==> src/rtl/fetch_unit.sv <==
// ---------------------------------------------------------------------------
// fetch_unit
//
// Instruction fetch front end for a small multi-cycle CPU. It holds the
// program counter and the instruction register (IR). On request from the
// control unit it fetches the word at pc over a single-outstanding memory
// handshake. While that fetch is pending it raises fetch_busy, and the
// control unit holds its state until fetch_busy drops.
//
// Optional feature (macro FETCH_PREFETCH_EN):
//   Adds a one-entry prefetch buffer (data, tag, valid). After every IR load,
//   the block fetches (load address + 1) in the background. A later ir_write
//   whose pc matches the buffered tag then completes with no wait.
//   With the macro undefined, every ir_write is a plain demand fetch.
//
// Ports
//   clk          system clock, all state changes on the rising edge
//   reset        synchronous, active-high reset
//   ir_write     load the instruction at the current pc into IR
//   pc_write     update pc this cycle
//   pc_src       0: pc <= pc + 1 (mod 32), 1: pc <= IR[4:0]
//   imem_req     instruction memory read request (held until acknowledged)
//   imem_addr    instruction memory read address (held with imem_req)
//   imem_ack     single-cycle acknowledge, imem_rdata valid in same cycle
//   imem_rdata   instruction word returned by memory
//   instruction  current IR contents
//   pc           current program counter
//   fetch_busy   high exactly while a demand fetch is outstanding
// ---------------------------------------------------------------------------
module fetch_unit (
  input  logic       clk,
  input  logic       reset,
  input  logic       ir_write,
  input  logic       pc_write,
  input  logic       pc_src,
  output logic       imem_req,
  output logic [4:0] imem_addr,
  input  logic       imem_ack,
  input  logic [7:0] imem_rdata,
  output logic [7:0] instruction,
  output logic [4:0] pc,
  output logic       fetch_busy
);

`ifdef FETCH_PREFETCH_EN
  typedef enum logic [1:0] {
    IDLE    = 2'd0,  // no request outstanding
    WAIT_IR = 2'd1,  // demand fetch outstanding, control unit stalled
    PREF    = 2'd2   // background prefetch outstanding
  } state_e;
`else
  typedef enum logic {
    IDLE    = 1'b0,
    WAIT_IR = 1'b1
  } state_e;
`endif

  state_e     state_q, state_d;
  logic [4:0] pc_q,    pc_d;
  logic [7:0] ir_q,    ir_d;
  logic       req_q,   req_d;
  logic [4:0] addr_q,  addr_d;
  logic       busy_q,  busy_d;

`ifdef FETCH_PREFETCH_EN
  logic       buf_valid_q, buf_valid_d;
  logic [4:0] buf_tag_q,   buf_tag_d;
  logic [7:0] buf_data_q,  buf_data_d;
  // The in-flight response is stale and must be discarded. After it lands,
  // the demand fetch for dem_addr_q is issued.
  logic       drop_q,      drop_d;
  logic [4:0] dem_addr_q,  dem_addr_d;
  logic       buf_hit;

  assign buf_hit = buf_valid_q && (buf_tag_q == pc_q);
`endif

  // The pc update does not depend on the fetch state. A jump uses the IR
  // value from before any IR load on the same edge.
  always_comb begin
    // NOTE: every always_comb output gets a default first, so no path leaves it unassigned and no latch is inferred.
    pc_d = pc_q;
    if (pc_write) begin
      pc_d = pc_src ? ir_q[4:0] : pc_q + 5'd1;
    end
  end

  always_comb begin
    state_d = state_q;
    ir_d    = ir_q;
    req_d   = req_q;
    addr_d  = addr_q;
`ifdef FETCH_PREFETCH_EN
    buf_valid_d = buf_valid_q;
    buf_tag_d   = buf_tag_q;
    buf_data_d  = buf_data_q;
    drop_d      = drop_q;
    dem_addr_d  = dem_addr_q;
    // After a jump the buffered word is unlikely to be wanted.
    if (pc_write && pc_src) begin
      buf_valid_d = 1'b0;
    end
`endif

    case (state_q)
      IDLE: begin
`ifdef FETCH_PREFETCH_EN
        if (ir_write && buf_hit) begin
          ir_d        = buf_data_q;
          buf_valid_d = 1'b0;
          state_d     = PREF;
          req_d       = 1'b1;
          addr_d      = pc_q + 5'd1;
        end else
`endif
        if (ir_write) begin
          // The fetch address is the pc from before any same-edge pc update.
          state_d = WAIT_IR;
          req_d   = 1'b1;
          addr_d  = pc_q;
        end
      end

      WAIT_IR: begin
        if (imem_ack) begin
`ifdef FETCH_PREFETCH_EN
          if (drop_q) begin
            // Stale prefetch data is dropped. The demand request follows
            // immediately as a new transaction, still in WAIT_IR.
            drop_d = 1'b0;
            addr_d = dem_addr_q;
          end else begin
            ir_d    = imem_rdata;
            state_d = PREF;
            addr_d  = addr_q + 5'd1;
          end
`else
          ir_d    = imem_rdata;
          req_d   = 1'b0;
          state_d = IDLE;
`endif
        end
      end

`ifdef FETCH_PREFETCH_EN
      PREF: begin
        if (imem_ack) begin
          if (ir_write && (addr_q == pc_q)) begin
            // The prefetched word is the one wanted right now.
            ir_d   = imem_rdata;
            addr_d = addr_q + 5'd1;
          end else if (ir_write) begin
            state_d = WAIT_IR;
            addr_d  = pc_q;
          end else begin
            buf_data_d  = imem_rdata;
            buf_tag_d   = addr_q;
            buf_valid_d = 1'b1;
            req_d       = 1'b0;
            state_d     = IDLE;
          end
        end else if (ir_write) begin
          // A matching prefetch becomes the demand fetch. A wrong-address
          // prefetch must finish first, so the handshake stays intact.
          state_d = WAIT_IR;
          if (addr_q != pc_q) begin
            drop_d     = 1'b1;
            dem_addr_d = pc_q;
          end
        end
      end
`endif

      default: state_d = IDLE;
    endcase

    busy_d = (state_d == WAIT_IR);
  end

  // NOTE: sequential state uses non-blocking assignments only, so every flop samples pre-edge values.
  always_ff @(posedge clk) begin
    if (reset) begin
      state_q     <= IDLE;
      pc_q        <= 5'd0;
      ir_q        <= 8'h00;
      req_q       <= 1'b0;
      addr_q      <= 5'd0;
      busy_q      <= 1'b0;
`ifdef FETCH_PREFETCH_EN
      buf_valid_q <= 1'b0;
      drop_q      <= 1'b0;
      dem_addr_q  <= 5'd0;
`endif
    end else begin
      state_q     <= state_d;
      pc_q        <= pc_d;
      ir_q        <= ir_d;
      req_q       <= req_d;
      addr_q      <= addr_d;
      busy_q      <= busy_d;
`ifdef FETCH_PREFETCH_EN
      buf_valid_q <= buf_valid_d;
      drop_q      <= drop_d;
      dem_addr_q  <= dem_addr_d;
`endif
    end
  end

`ifdef FETCH_PREFETCH_EN
  // NOTE: buffer payload is only read when buf_valid_q is set, so it carries no reset.
  always_ff @(posedge clk) begin
    buf_data_q <= buf_data_d;
    buf_tag_q  <= buf_tag_d;
  end
`endif

  assign imem_req    = req_q;
  assign imem_addr   = addr_q;
  assign instruction = ir_q;
  assign pc          = pc_q;
  assign fetch_busy  = busy_q;

endmodule

==> config.mk <==
export PLATFORM = sky130hd
export DESIGN_NAME = fetch_unit
export DESIGN_NICKNAME = d
export VERILOG_FILES = /design/src/rtl/fetch_unit.sv
export SDC_FILE = /design/constraint.sdc
export NUM_CORES = 1
export LEC_CHECK = 0
export ABC_CLOCK_PERIOD_IN_PS = 1300
export BUFFER_PORTS_ARGS = -buffer_cell sky130_fd_sc_hd__buf_2
export CAP_MARGIN = 15
export CORE_MARGIN = 4
export CORE_UTILIZATION = 25
export DETAILED_ROUTE_END_ITERATION = 16
export MAX_ROUTING_LAYER = met4
export PLACE_DENSITY = 0.52
export SLEW_MARGIN = 20
export SYNTH_ARGS = -nofsm -noshare
export SYNTH_HDL_FRONTEND = slang
export SYNTH_SLANG_ARGS = --single-unit
==> constraint.sdc <==
create_clock -name clk -period 1.3 [get_ports clk]
set_input_delay 0.065 -clock clk [delete_from_list [all_inputs] [get_ports clk]]
set_output_delay 0.065 -clock clk [all_outputs]
set_load 0.05 [all_outputs]
==> results of run 1 <==
[layout by cell type, fill, tap and decap left out]
cell / Yosys / layout
a211oi_1: 2 / 2
a21oi_1: 12 / 12
a31oi_1: 4 / 4
and2_1: 1 / 1
buf_2: 3 / 33
buf_4: 1 / 3
clkbuf_4: 0 / 3
clkbuf_8: 1 / 1
dfxtp_1: 20 / 15
dfxtp_2: 0 / 3
dfxtp_4: 0 / 2
dlygate4sd3_1: 0 / 6
ha_4: 0 / 1
inv_1: 1 / 1
mux2i_1: 6 / 6
nand2_1: 10 / 10
nand3_1: 10 / 8
nand3_2: 0 / 2
nand3b_1: 2 / 2
nor2_1: 10 / 10
nor2b_1: 3 / 3
nor3b_1: 1 / 1
o21ai_0: 1 / 1
o21ai_1: 1 / 1
or4b_1: 2 / 2
[synthesized netlist by cell type]
cell type	n	area share [%]
and2_1	1	0.75
nand3_1	10	6.0
o21ai_0	1	0.60
buf_2	3	1.8
nand2_1	10	4.5
a211oi_1	2	1.8
or4b_1	2	2.4
nor3b_1	1	0.90
ha_1	1	1.5
a21oi_1	12	7.2
nor2_1	10	4.5
clkbuf_1	1	0.45
o21ai_1	1	0.60
inv_1	1	0.45
dfxtp_1	20	48
nand3b_1	2	1.8
buf_4	1	0.90
mux2i_1	6	7.2
buf_6	1	1.4
clkbuf_8	1	1.7
nor2b_1	3	2.3
a31oi_1	4	3.0
[worst paths after layout]
| check | slack (ns) | from | end | cells past startpoint |
|---|---|---|---|---|
| worst max-delay path | 0.04 | pc[0] | pc[4] | 4 |
| worst min-delay path | 0.03 | imem_rdata[4] | instruction[4] | 3 |
| worst max register to register | 0.04 | pc[0] | pc[4] | 4 |
| worst min register to register | 0.47 | instruction[5] | instruction[5] | 2 |
[worst register-to-register path, cell delays in order (launching register included)]
cell	delay [ns]
dfxtp_4	0.38
ha_4	0.14
nand3_2	0.07
or4b_1	0.46
a31oi_1	0.14
[metrics by stage]
step,cell area (µm²),utilization (%),instances,worst slack (ns)
final,1150,36.8,177,0.0431
after global routing,1150,36.8,177,-0.0208
after CTS,1110,35.4,173,0.00868
after detailed placement,1030,33.0,167,0.0205
after global placement,1030,33.0,167,0.0615
after floorplan,842,-,94,-0.0750
[cell type report]
class / count / area, µm² / area share [%]
Timing Repair Buffer: 42 / 248 / 21.5
Multi-Input combinational cell: 66 / 398 / 34.5
Clock buffer: 4 / 36.3 / 3.15
Tap cell: 44 / 55.1 / 4.78
Sequential cell: 20 / 412 / 35.7
Inverter: 1 / 3.75 / 0.326
[timing repair]
item,CTS,global route
pin swaps,1,1
hold buffers,2,4
endpoints found under the setup margin,1,2
gates resized for setup,3,1
setup buffers,0,0
cloned,0,0
endpoints found under the hold margin,2,4
[registers in the layout, indices dropped and copies added, names as in the netlist]
register	flops
fetch_busy	1
imem_addr	5
imem_req	1
instruction	8
pc	5
[kinds of logic (layout without fill, tap and decap cells)]
kind of cell             count (synthesis)  in the layout
multiplexers                             6              6
AO/OA/AOI/OAI                           20             20
adder cells (fa/ha/maj)                  1              1
flip-flops                              20             20
buffers and inverters                    8             47
AND/OR/NAND/NOR                         39             39
[power breakdown]
part	internal [mW]	switching (mW)
logic	0.0794	0.152
clock network	0.171	0.182
registers	0.635	0.0225
total	0.885	0.356
[metal layers]
metal / part of all wire (%) / wire length, µm / vias up
met3: 5.8 / 123 / 2
met5: 0 / 0 / -
met2: 50 / 1060 / 24
met1: 43 / 924 / 389
li1: - / - / 405
met4: 0.89 / 19 / 0
==> impl_results.md, run 1 <==
* Nets at 149
* Critical path cell sequence: ha_4, nand3_2, or4b_1, a31oi_1
* Slew HR at 75.6%
* CP peak stage delay at 0.46 ns
* Compound-Gate Fraction of Synth Area at 13.3%
* Slowest CP cell: or4b_1
* Clock Path Buffers at 2
* Count of pins over their slew limit at 0
* Startpoint types: register
* # DRC at 0
* Worst-path clk slew at 0.11 ns
* Worst Hold Class: in2reg
* Min Hold Slack at 0.0270 ns
* Starting Density at 26.6%
* RePlAce Congestion at 0.736
* Vias in the first global route at 756
* Die width at 65.6 µm
* CTS buffer count at 3
* Final worst-path cycle share at 96.7%
* Fmax at 0.796 GHz
* Final wirelength at 2130 µm
* Tmin final at 1.26 ns
* Met1 global-route usage at 12.3%
* Status: finished, final reports clean
* Number of DRC markers in iteration 0 at 23
* CTS tree: yes
* WL/cell at 12.0 µm
* Peak VDD IR at 0.398 mV
* Library cells used by synthesis at 22
* M3 GR Usage at 4.44%
* CP delay by family, top: simple AND/OR/NAND/NOR gates
* Initial antenna violation count at 0
* Global routing usage on met2 at 17.0%
* Total of max-cap violations at 0
* # fillers at 351
* GRT Total Usage at 10.8%
* Area grow syn2layout at 38.7%
* Critical path class: reg2reg
* Setup violations, final at 0
* Setup crit end kind: register
* Clock Latency Late Sink at 0.29 ns
* Final Power at 1.24 mW
* Num rows at 20
* Share of layout cells above drive strength 1 at 36.1%
* PD cells at 1080 nW/µm²
* Die Span Y at 65.6 µm
* Buf+Inv Stages, Crit Path at 0
* WP data required at 1.53 ns
* Worst-Margin Slew at 0.367 ns
* Cells after Synth at 94
* Mux cell area share after synthesis at 7.23%
* First-pass GRT wire length at 3500 µm
* N_diodes at 0
* Crit Path Max Fanout at 3
* Adder-cell share of the synthesized area at 1.51%
* Core footprint at 3130 µm²
* Synth Net Count at 109
* GR peak layer: met2
* Setup TNS at 0 ns
* Leakage at 0.498 nW
* Number of synthesized register bits at 20
* Hpwl dp at 1570 µm
* Largest net degree at the start of global routing at 21
* DRT Pass-1 Iters at 4
* Gr ovfl total at 0
* Endpoints failing hold at 0
* Main combinational cell family by area after synthesis: simple AND/OR/NAND/NOR gates
* Via/cell ratio at 4.63
* Syn. warnings at 0
* Antenna-violating nets left at 0
* WP data arrival at 1.48 ns
* H-tree level count at 1
* Port Buffers at 33
* RSZ-0062 raised after global routing: true
* Synth Area per Inst at 8.84 µm²
* Clk root buf: clkbuf_4
* Num ports at 34
* Post-Syn Area at 831 µm²
* Clock skew at 0.000807 ns
* Post-Synth XOR/XNOR Area at 0%
* CTS Sinks at 20
* Sequential area share after synthesis at 48.2%
* Vias at 820
* Die area at 4310 µm²
* Post-Synth Simple-Gate Area at 23.2%
Power figures use the tool's default switching activity.
==> run 2, diff against run 1 <==
- CORE_UTILIZATION: 25 -> 40
- PLACE_DENSITY: 0.52 -> 0.74
==> impl_results.md, run 2 (same netlist as run 1, synthesis figures left out) <==
* Sw Ratio at 28.6% (-0.14 points)
* Endpoints failing hold at 0 (unchanged)
* RSZ-0062 raised after global routing: true
* PD cells at 1140 nW/µm² (+5.9%)
* Gr ovfl total at 0 (unchanged)
* N_diodes at 0 (unchanged)
* Initial antenna violation count at 0 (unchanged)
* Slew HR at 75.5% (about the same)
* WP data required at 1.52 ns (about the same)
* Num ports at 34 (unchanged)
* Number of DRC markers in iteration 0 at 9 (-61%)
* Slowest CP cell: or4b_1
* Clk root buf: clkbuf_4
* CP delay by family, top: simple AND/OR/NAND/NOR gates
* WHS Endpoint: instruction[7]
* Clock skew at 0.00181 ns (+0.00101 ns)
* Status: finished, final reports clean
* GRT Total Usage at 14.6% (+3.8 points)
* Worst-path clk slew at 0.11 ns (about the same)
* Net switching power at 0.350 mW (-1.8%)
* First-pass GRT wire length at 2990 µm (-15%)
* Min Hold Slack at 0.0168 ns (-0.0102 ns)
* Die area at 2870 µm² (-33%)
* Placed Area at 1010 µm² (-2.1%)
* Total of max-cap violations at 0 (unchanged)
* WP data arrival at 1.48 ns (about the same)
* DRT Pass-1 Iters at 4 (unchanged)
* CTS buffer count at 3 (unchanged)
* Tmin final at 1.26 ns (-0.000795 ns)
* Min-delay src: imem_rdata[7]
* Antenna-violating nets left at 0 (unchanged)
* Internal power at 0.875 mW (-1.1%)
* Worst Hold Depth at 3 (unchanged)
* Num rows at 16 (-20%)
* Die width at 53.6 µm (-18%)
* Starting Density at 42.3% (+16 points)
* Vias at 778 (-5.1%)
* Combinational group share of total power at 18.1% (-0.5 points)
* Clock network fraction of design power at 28.7% (+0.3 points)
* Port Buffers at 33 (unchanged)
* Peak VDD IR at 0.635 mV (+60%)
* Area grow syn2layout at 29.2%
* Core footprint at 1960 µm² (-37%)
* Fin cells at 155 (-12%)
* Clock Path Buffers at 2 (unchanged)
* Leakage at 0.478 nW (-4.0%)
* Most common cell after layout, fill and taps aside: buf_2
* Nets at 144 (-3.4%)
* Worst-Margin Slew at 0.367 ns (+0.0000181 ns)
* Setup violations, final at 0 (unchanged)
* Max FFs per register at 8 (unchanged)
* CTS tree: yes
* # DRC at 0 (unchanged)
* Buf+Inv Stages, Crit Path at 1 (+1)
* Worst reg2reg path depth at 4 (unchanged)
* Final wirelength at 1830 µm (-14%)
* CTS Sinks at 20 (unchanged)
* Critical path cell sequence: buf_4, nand3_1, or4b_1, a31oi_1
* Fmax at 0.796 GHz (about the same)
* Worst Hold Class: in2reg
* H-tree level count at 1 (unchanged)
* Dpl cells at 150 (-10%)
* Utilization after layout at 54.7% (+18 points)
* Critical Path Start: pc[0]
* Setup crit end kind: register
* Share of layout cells above drive strength 1 at 37.5% (+1.4 points)
* Power share of the sequential group at 53.2% (+0.2 points)
* Crit Path Max Fanout at 5 (+2)
* Worst r2r src: pc[0]
* Via/cell ratio at 5.02 (+8.3%)
* WL/cell at 11.8 µm (-1.8%)
* Startpoint types: register
* Count of pins over their slew limit at 0 (unchanged)
* Vias in the first global route at 713 (-5.7%)
* Hpwl dp at 1380 µm (-13%)
* Commonest cells after routing, fill and taps aside: buf_2, dfxtp_1, a21oi_1
* Largest net degree at the start of global routing at 21 (unchanged)
* Design area at 1070 µm² (-6.8%)
* R2R setup slack at 0.04 ns (about the same)
* R2R Path End: pc[3]
* Final worst-path cycle share at 96.6% (about the same)
* Clock Latency Late Sink at 0.29 ns (about the same)
* RePlAce Congestion at 0.812 (+10%)
* Critical path class: reg2reg
* Die Span Y at 53.6 µm (-18%)
* Final Power at 1.23 mW (-1.3%)
* CP peak stage delay at 0.47 ns (about the same)
-- run 2: how the worst max path moves through the flow --
stage,endpoint,slack [ns],depth (start not counted)
after floorplan,pc[4],-0.08,4
after global placement,pc[4],0.05,4
after detailed placement,pc[4],-0.009,4
after CTS,pc[4],0.0005,4
after global routing,pc[4],-0.03,4
final,pc[3],0.04,4
-- run 2: power groups by stage --
| stage | clock, mW | combinational [mW] | sequential [mW] |
|---|---|---|---|
| 2_1_floorplan | 0 | 0.0822 | 0.745 |
| 3_3_place_gp | 0 | 0.215 | 0.664 |
| 3_5_place_dp | 0 | 0.216 | 0.666 |
| 4_1_cts | 0.370 | 0.223 | 0.652 |
| 5_1_grt | 0.392 | 0.240 | 0.655 |
| 6_report | 0.352 | 0.222 | 0.652 |
-- run 2: timing repair --
| action | CTS | global route |
|---|---|---|
| pin swaps | 1 | 1 |
| resized for setup | 2 | 1 |
| setup buffers | 1 | 0 |
| endpoints found under the hold margin | 0 | 0 |
| endpoints found under the setup margin | 1 | 2 |
| hold buffers | 0 | 0 |
-- run 2: area by class of cell --
cell class / instances / area (µm²)
fill: 219 / 888
sequential: 20 / 412
multi-input combinational: 66 / 393
timing repair buffer: 37 / 195
clock buffer: 4 / 36.3
tap: 27 / 33.8
inverter: 1 / 3.75
-- run 2: routing by layer --
metal / up-vias / wire [µm] / GRT usage (%)
met1: 352 / 859 / 17.8
met5: - / 0 / -
met2: 28 / 834 / 23.5
met4: 0 / 5 / 6.38
li1: 396 / - / -
met3: 2 / 134 / 2.77
-- run 2: through the flow --
| stage | setup WS (ns) | setup TNS, ns |
|---|---|---|
| after global routing | -0.0300 | -0.0438 |
| after detailed placement | -0.00898 | -0.00898 |
| after floorplan | -0.0750 | -0.0750 |
| after CTS | 0.000463 | 0 |
| final | 0.0439 | 0 |
| after global placement | 0.0489 | 0 |
-- run 2: worst reg2reg max path: stages, from the launching register on --
cell     delay (ns)
dfxtp_4        0.37
buf_4          0.13
nand3_1        0.08
or4b_1         0.47
a31oi_1        0.13
